==> src/rtl/alu_pkg.sv <==
// ---------------------------------------------------------------------------
// alu_pkg
// Shared types and constants for the ALU sequencer: opcode map, FSM state
// encodings (visible on the LEDs) and the bit positions of the NZVC flags.
// Revision: 1.0
// ---------------------------------------------------------------------------
`default_nettype none

package alu_pkg;

  // Opcode map understood by the combinational ALU
  typedef enum logic [3:0] {
    ALU_ADD = 4'd0,
    ALU_SUB = 4'd1,
    ALU_MUL = 4'd2,
    ALU_DIV = 4'd3,
    ALU_MOD = 4'd4,
    ALU_AND = 4'd5,
    ALU_OR  = 4'd6,
    ALU_XOR = 4'd7,
    ALU_SLL = 4'd8,
    ALU_SRL = 4'd9
  } alu_op_e;

  localparam logic [3:0] OP_MAX = 4'd9;

  // Sequencer states; the encoding is shown directly on the board LEDs
  typedef enum logic [2:0] {
    ST_LOAD_A  = 3'd0,
    ST_LOAD_B  = 3'd1,
    ST_LOAD_OP = 3'd2,
    ST_EXEC    = 3'd3,
    ST_SHOW    = 3'd4
  } state_e;

  // Positions inside the 4-bit {N,Z,V,C} flag vector
  localparam int FLAG_N = 3;
  localparam int FLAG_Z = 2;
  localparam int FLAG_V = 1;
  localparam int FLAG_C = 0;

  // Opcodes above the last defined operation are rejected by the sequencer
  function automatic logic op_legal(input logic [3:0] op);
    return (op <= OP_MAX);
  endfunction

endpackage

`default_nettype wire

==> src/rtl/btn_sync_edge.sv <==
// ---------------------------------------------------------------------------
// btn_sync_edge
// Two-flop synchroniser for the raw push-button plus a third flop for
// rising-edge detection. Produces a single-cycle press pulse per rising edge
// of the button no matter how long it is held. No debounce.
// Revision: 1.0
// ---------------------------------------------------------------------------
`default_nettype none

module btn_sync_edge (
  input  logic clk,
  input  logic rst_n,
  input  logic btn_in,
  output logic press
);

  logic r_sync1;
  logic r_sync2;
  logic r_sync3;

  // Metastability chain followed by the delayed copy used for edge detection
  always_ff @(posedge clk or negedge rst_n) begin
    if (!rst_n) begin
      r_sync1 <= 1'b0;
      r_sync2 <= 1'b0;
      r_sync3 <= 1'b0;
    end else begin
      r_sync1 <= btn_in;
      r_sync2 <= r_sync1;
      r_sync3 <= r_sync2;
    end
  end

  assign press = r_sync2 & ~r_sync3;

endmodule

`default_nettype wire

==> src/rtl/alu_seq_ctrl.sv <==
// ---------------------------------------------------------------------------
// alu_seq_ctrl
// Sequential front-end and result stage for the combinational N-bit ALU.
// Collects operand A, operand B and the opcode from the switch bus one value
// per button press, holds them steady for the ALU, then captures the result
// and NZVC flags into display registers. N must be at least 4 because the
// opcode is taken from the low four switch bits.
// Revision: 1.0
// ---------------------------------------------------------------------------
`default_nettype none

module alu_seq_ctrl
  import alu_pkg::*;
#(
  parameter int N = 4
) (
  input  logic         clk,
  input  logic         rst_n,
  input  logic [N-1:0] data_in,
  input  logic         load_btn,
  output logic [N-1:0] alu_a,
  output logic [N-1:0] alu_b,
  output logic [3:0]   alu_s,
  input  logic [N-1:0] alu_q,
  input  logic         alu_ne,
  input  logic         alu_z,
  input  logic         alu_v,
  input  logic         alu_c,
  output logic [N-1:0] result_q,
  output logic [3:0]   flags_q,
  output logic         result_valid,
  output logic         op_err,
  output logic [2:0]   state_o
);

  logic         w_press;
  logic [3:0]   w_op;

  state_e       r_state;
  logic [N-1:0] r_alu_a;
  logic [N-1:0] r_alu_b;
  logic [3:0]   r_alu_s;
  logic [N-1:0] r_result;
  logic [3:0]   r_flags;
  logic         r_result_valid;
  logic         r_op_err;

  btn_sync_edge u_btn (
    .clk    (clk),
    .rst_n  (rst_n),
    .btn_in (load_btn),
    .press  (w_press)
  );

  assign w_op = data_in[3:0];

  // Load/execute/show sequencer; every output it drives is registered here
  always_ff @(posedge clk or negedge rst_n) begin
    if (!rst_n) begin
      r_state        <= ST_LOAD_A;
      r_alu_a        <= '0;
      r_alu_b        <= '0;
      r_alu_s        <= '0;
      r_result       <= '0;
      r_flags        <= '0;
      r_result_valid <= 1'b0;
      r_op_err       <= 1'b0;
    end else begin
      // op_err is a single-cycle pulse unless re-armed below
      r_op_err <= 1'b0;
      case (r_state)
        ST_LOAD_A: begin
          if (w_press) begin
            r_alu_a <= data_in;
            r_state <= ST_LOAD_B;
          end
        end
        ST_LOAD_B: begin
          if (w_press) begin
            r_alu_b <= data_in;
            r_state <= ST_LOAD_OP;
          end
        end
        ST_LOAD_OP: begin
          if (w_press) begin
            if (op_legal(w_op)) begin
              r_alu_s <= w_op;
              r_state <= ST_EXEC;
            end else begin
              r_op_err <= 1'b1;
            end
          end
        end
        ST_EXEC: begin
          // Operands have been stable for a full cycle; presses are ignored
          r_result               <= alu_q;
          r_flags[FLAG_N]        <= alu_ne;
          r_flags[FLAG_Z]        <= alu_z;
          r_flags[FLAG_V]        <= alu_v;
          r_flags[FLAG_C]        <= alu_c;
          r_result_valid         <= 1'b1;
          r_state                <= ST_SHOW;
        end
        ST_SHOW: begin
          // Result registers keep their value for display until the next EXEC
          if (w_press) begin
            r_result_valid <= 1'b0;
            r_state        <= ST_LOAD_A;
          end
        end
        default: begin
          r_state <= ST_LOAD_A;
        end
      endcase
    end
  end

  assign alu_a        = r_alu_a;
  assign alu_b        = r_alu_b;
  assign alu_s        = r_alu_s;
  assign result_q     = r_result;
  assign flags_q      = r_flags;
  assign result_valid = r_result_valid;
  assign op_err       = r_op_err;
  assign state_o      = r_state;

endmodule

`default_nettype wire

==> config.mk <==
export PLATFORM = sky130hd
export DESIGN_NAME = alu_seq_ctrl
export DESIGN_NICKNAME = d
export VERILOG_FILES = /design/src/rtl/alu_pkg.sv /design/src/rtl/btn_sync_edge.sv /design/src/rtl/alu_seq_ctrl.sv
export SDC_FILE = /design/constraint.sdc
export NUM_CORES = 1
export LEC_CHECK = 0
export CAP_MARGIN = 25
export CORE_MARGIN = 5
export CORE_UTILIZATION = 46
export CTS_BUF_LIST = sky130_fd_sc_hd__clkbuf_16
export CTS_CLUSTER_SIZE = 16
export DETAILED_ROUTE_END_ITERATION = 12
export PLACE_DENSITY = 0.82
export SLEW_MARGIN = 20
export SYNTH_ARGS = -nofsm -noshare
export SYNTH_HDL_FRONTEND = slang
export SYNTH_HIERARCHICAL = 1
export SYNTH_SLANG_ARGS = --single-unit
==> constraint.sdc <==
create_clock -name clk -period 2.8 [get_ports clk]
set_input_delay 0.28 -clock clk [delete_from_list [all_inputs] [get_ports clk]]
set_output_delay 0.28 -clock clk [all_outputs]
set_load 0.02 [all_outputs]
==> results.md <==
Min path:
- The path with the worst hold slack has its endpoint at u_btn/r_sync2.
- Counting instances, the worst hold path has a depth of 0.
- The startpoint of the lowest-slack hold path is u_btn/r_sync1.
- The path class of the tightest hold or removal check is reg -> reg.

Drt:
- Dividing the detail-routed via count by the number of cells gives 5.269.
- The count of routing violations after the opening detailed-route iteration is 12.
- The routed layout has 764 vias.
- In the final routed layout, each cell accounts on average for 16.69 microns.
- The number of iterations in the first detailed-routing pass is 4.
- The routed wire length is 2420 microns.
- The remaining antenna violation count is 0.
- The remaining routing DRC violations is 0.

Floorplanning:
- The number of core rows is 17.
- The die is 59.09 microns wide.
- After floorplanning, the core was sized to cover 0.002255 sq mm.
- The effective utilization at floorplan is 49.17%.
- For this design the top-level I/O count stands at 40.
- The die extent in y is 59.09 microns.
- The die covers 0.003492 sq mm.

Setup path:
- Among cell families on the critical path, the largest total delay comes from buffers and inverters.
- The largest stage delay on the critical path is 0.69 ns.
- The type of element capturing the critical path is an output pin.
- In this run the worst path has a maximum fanout of 11.
- The critical path required time is 2.52 ns.
- At the worst endpoint, the arrival time is 1.53 ns.
- The critical path's slowest cell is sky130_fd_sc_hd__clkdlybuf4s50_1.
- The worst reg2reg path endpoint is alu_b[2].
- The number of buffers and inverters on the critical path is 1.
- Walking the worst path, the cells encountered are clkdlybuf4s50_1.
- The startpoint identified for the worst register-to-register timing path is state_o[0].
- The critical path start-end classification is reg -> out.
- The type of origin of the critical path is a register.
- The number of cells on the worst reg-to-reg path is 3.
- The flop-to-flop setup slack is 1.19 ns.

Power:
- The part of the total power dissipated in the clock network is 20.9%.
- Internal power comes to 1.320 mW.
- The total power consumption of the routed design is 1.977 mW.
- The worst-case vdd ir drop is 0.0008156 V.
- Dividing total power by cell area gives a power density of 1204 mW/mm^2.
- The switching power is 656.7 uW.
- The switching share of total power is 33.22%.
- The sequential share of power is 35.9%.
- The part of the total power dissipated in combinational logic is 43.2%.
- The analysis attributes to cell leakage a power of 0.6849 nW.

Timing:
- Setup repair after global routing left no endpoint under its margin.
- On the final layout, the worst hold slack is 0.3532 ns.
- The clock period could shrink to 1.811 ns.
- Setup violations remaining at the end of the flow were counted as 0.
- The maximum achievable frequency is 552.1 MHz.
- The hold violation total from the final report came to 0.
- The count of final max-slew check failures is 0.
- The sum of negative setup slack is 0 ns.
- In this run the tightest slew margin relative to its limit is 72.17%.
- In the finished design, the share of the clock period the worst path needs comes to 64.69%.
- The actual transition at the worst max-transition pin is 0.4156 ns.
- On the final layout, the worst clock skew is 0.002125 ns.

Place:
- In this run the tool buffered the top-level ports with 39 buffer cells.
- The half-perimeter wire length after placement is 1721 microns.
- The weighted congestion reported at the end of routability-driven placement is 0.7671.
- The count of placed standard cells including taps is 141.

Finish:
- The number of inserted filler cells in the final layout is 161.
- The fraction of layout instances using a drive strength above 1 is 25.64%.
- The antenna cell count is 0.
- The post-layout net count is 133.
- The most frequent standard cell in the layout excluding fill and tap cells is sky130_fd_sc_hd__clkdlybuf4s50_1.
- The footprint of the flip-flops and latches is 700.7 sq um.
- The signed area change from the synthesized netlist to the final layout is 48.08%.
- Once layout is complete, the cells apart from fillers number 145.
- The multi-input combinational cells in the finished layout cover a total of 395.4 sq um.
- The top cell types in the final layout, fill and taps aside, are 39 x sky130_fd_sc_hd__clkdlybuf4s50_1, 28 x sky130_fd_sc_hd__dfrtp_1, 19 x sky130_fd_sc_hd__mux2_2.

Clock tree:
- The clock transition at the registers of the reported paths is 0.07 ns.
- The tree is rooted in a sky130_fd_sc_hd__clkbuf_16.
- Counting along the longest clock path gives a buffer depth of 2.
- Buffers inserted during clock tree synthesis total 3.
- The number of buffers added to fix hold violations after cts is 0.
- Counting every sink on the clock net gives 28.
- TritonCTS built the clock tree.
- CTS built an H-tree with a depth of 1.
- After clock tree synthesis, the repair step resized 0 gates.
- The number of setup buffers added after CTS is 0.
- The later pin in the worst-skew pair is clocked with a latency of 0.26 ns.

Yosys:
- The synthesized instance count is 74.
- The adder-cell share of the synthesized area is 0%.
- The post-synthesis register bit count is 28.
- The fraction of the yosys area taken by sequential cells is 63.21%.
- In this run the cell area of the synthesized design comes to 0.001109 sq mm.
- The portion of synthesized area spent on multiplexers is 19.30%.
- Of the total synthesized cell area, the portion taken by XOR and XNOR cells is 0%.
- After synthesis, the largest family of logic cells by area is multiplexers.
- The synthesized netlist contains 20 unique library cells.
- The Yosys step of the flow raised 6 warnings.
- After Yosys synthesis, and, or, nand and nor cells account for 12.87% of the synthesized area.
- The post-synthesis compound-gate area fraction is 3.499%.
- When the netlist entered floorplanning its net count stood at 89.
- Dividing the synthesized area by the synthesized cell count gives 14.98 sq um.

Global route:
- The leftover overflow at the end of global routing is 0.
- The global-route wire length before repair is 4015 microns.
- The via count of the first global-routing pass came to 843.
- In the global route stage, overall resource usage came out at 15.44%.
- The initial antenna violation count is 0.
- The largest net degree at the start of global routing is 29.

Run status:
- The run finished with clean final reports.

Run:
- The max-cap check violation count is 0.
cell usage after synthesis, drive strengths merged:
| library cell | count | share of area [%] |
|---|---|---|
| nor2b | 2 | 1.8 |
| buf | 1 | 0.45 |
| nand4bb | 1 | 1.0 |
| a21oi | 3 | 1.4 |
| nand2 | 4 | 1.6 |
| inv | 2 | 0.68 |
| mux2 | 19 | 19 |
| or4b | 1 | 0.90 |
| o21ai | 2 | 0.90 |
| nor4b | 2 | 4.3 |
| dfrtp | 28 | 63 |
| o211ai | 1 | 0.68 |
| nor3b | 1 | 0.68 |
| a31oi | 1 | 0.56 |
| nor2 | 4 | 1.4 |
| nand3b | 1 | 0.68 |
| nand2b | 1 | 0.56 |
metal layers:
metal / up-vias / track usage (%) / routed length, microns
li1: 348 / - / -
met5: - / 0 / 0
met1: 389 / 17.83 / 929
met3: 4 / 2.397 / 110
met4: 0 / 7.120 / 39
met2: 23 / 27.76 / 1340
layout make-up:
cell class,instances,share of cell area [%]
inverter,2,0.4573
clock inverter,1,1.829
multi-input combinational,43,24.09
clock buffer,3,4.573
timing repair buffer,40,24.24
sequential,28,42.68
tap,28,2.134
flip-flops by register name (all words and copies together) (netlist names):
name / flops
alu_b: 4
u_btn/r_sync2: 1
flags_q: 4
u_btn/r_sync1: 1
alu_s: 4
u_btn/r_sync3: 1
alu_a: 4
result_valid: 1
op_err: 1
result_q: 4
state_o: 3
metrics by stage:
stage	util (%)	instance area, sq um	setup slack [ns]
floorplan	-	1109	1.273
global placement	68.15	1536	1.223
detailed placement	68.15	1536	1.163
CTS	72.81	1642	0.9830
global route	72.81	1642	0.9231
finish	72.81	1642	0.9886
power groups by stage:
| stage | logic, mW | registers, mW | clock network [mW] |
|---|---|---|---|
| floorplan | 0.234 | 0.902 | 0 |
| global placement | 0.844 | 0.704 | 0 |
| detailed placement | 0.858 | 0.716 | 0 |
| CTS | 0.868 | 0.712 | 0.420 |
| global route | 0.898 | 0.742 | 0.437 |
| finish | 0.854 | 0.710 | 0.413 |
how the worst max path moves through the flow:
stage / slack [ns] / end / startpoint / cells after the start
6_report: 0.99 / state_o[1] / state_o[1] / 1
3_5_place_dp: 1.16 / alu_s[0] / data_in[1] / 4
3_3_place_gp: 1.22 / alu_s[2] / data_in[1] / 4
2_1_floorplan: 1.27 / alu_b[0] / state_o[0] / 3
4_1_cts: 0.98 / state_o[1] / state_o[1] / 1
5_1_grt: 0.92 / state_o[1] / state_o[1] / 1
kinds of logic (layout without fill, tap and decap cells):
logic type      count (synthesis)  count (layout)
compound gates                  7               7
buf+inv                         3              46
simple gates                   17              17
flops                          28              28
mux                            19              19
worst reg2reg max path, delay by kind of cell, from the launching register on:
kind,cells,cell delay (ns)
simple gates,1,0.46
mux,1,0.40
buf+inv,1,0.11
flops,1,0.51
No activity file was read; power rests on OpenSTA's default activity.
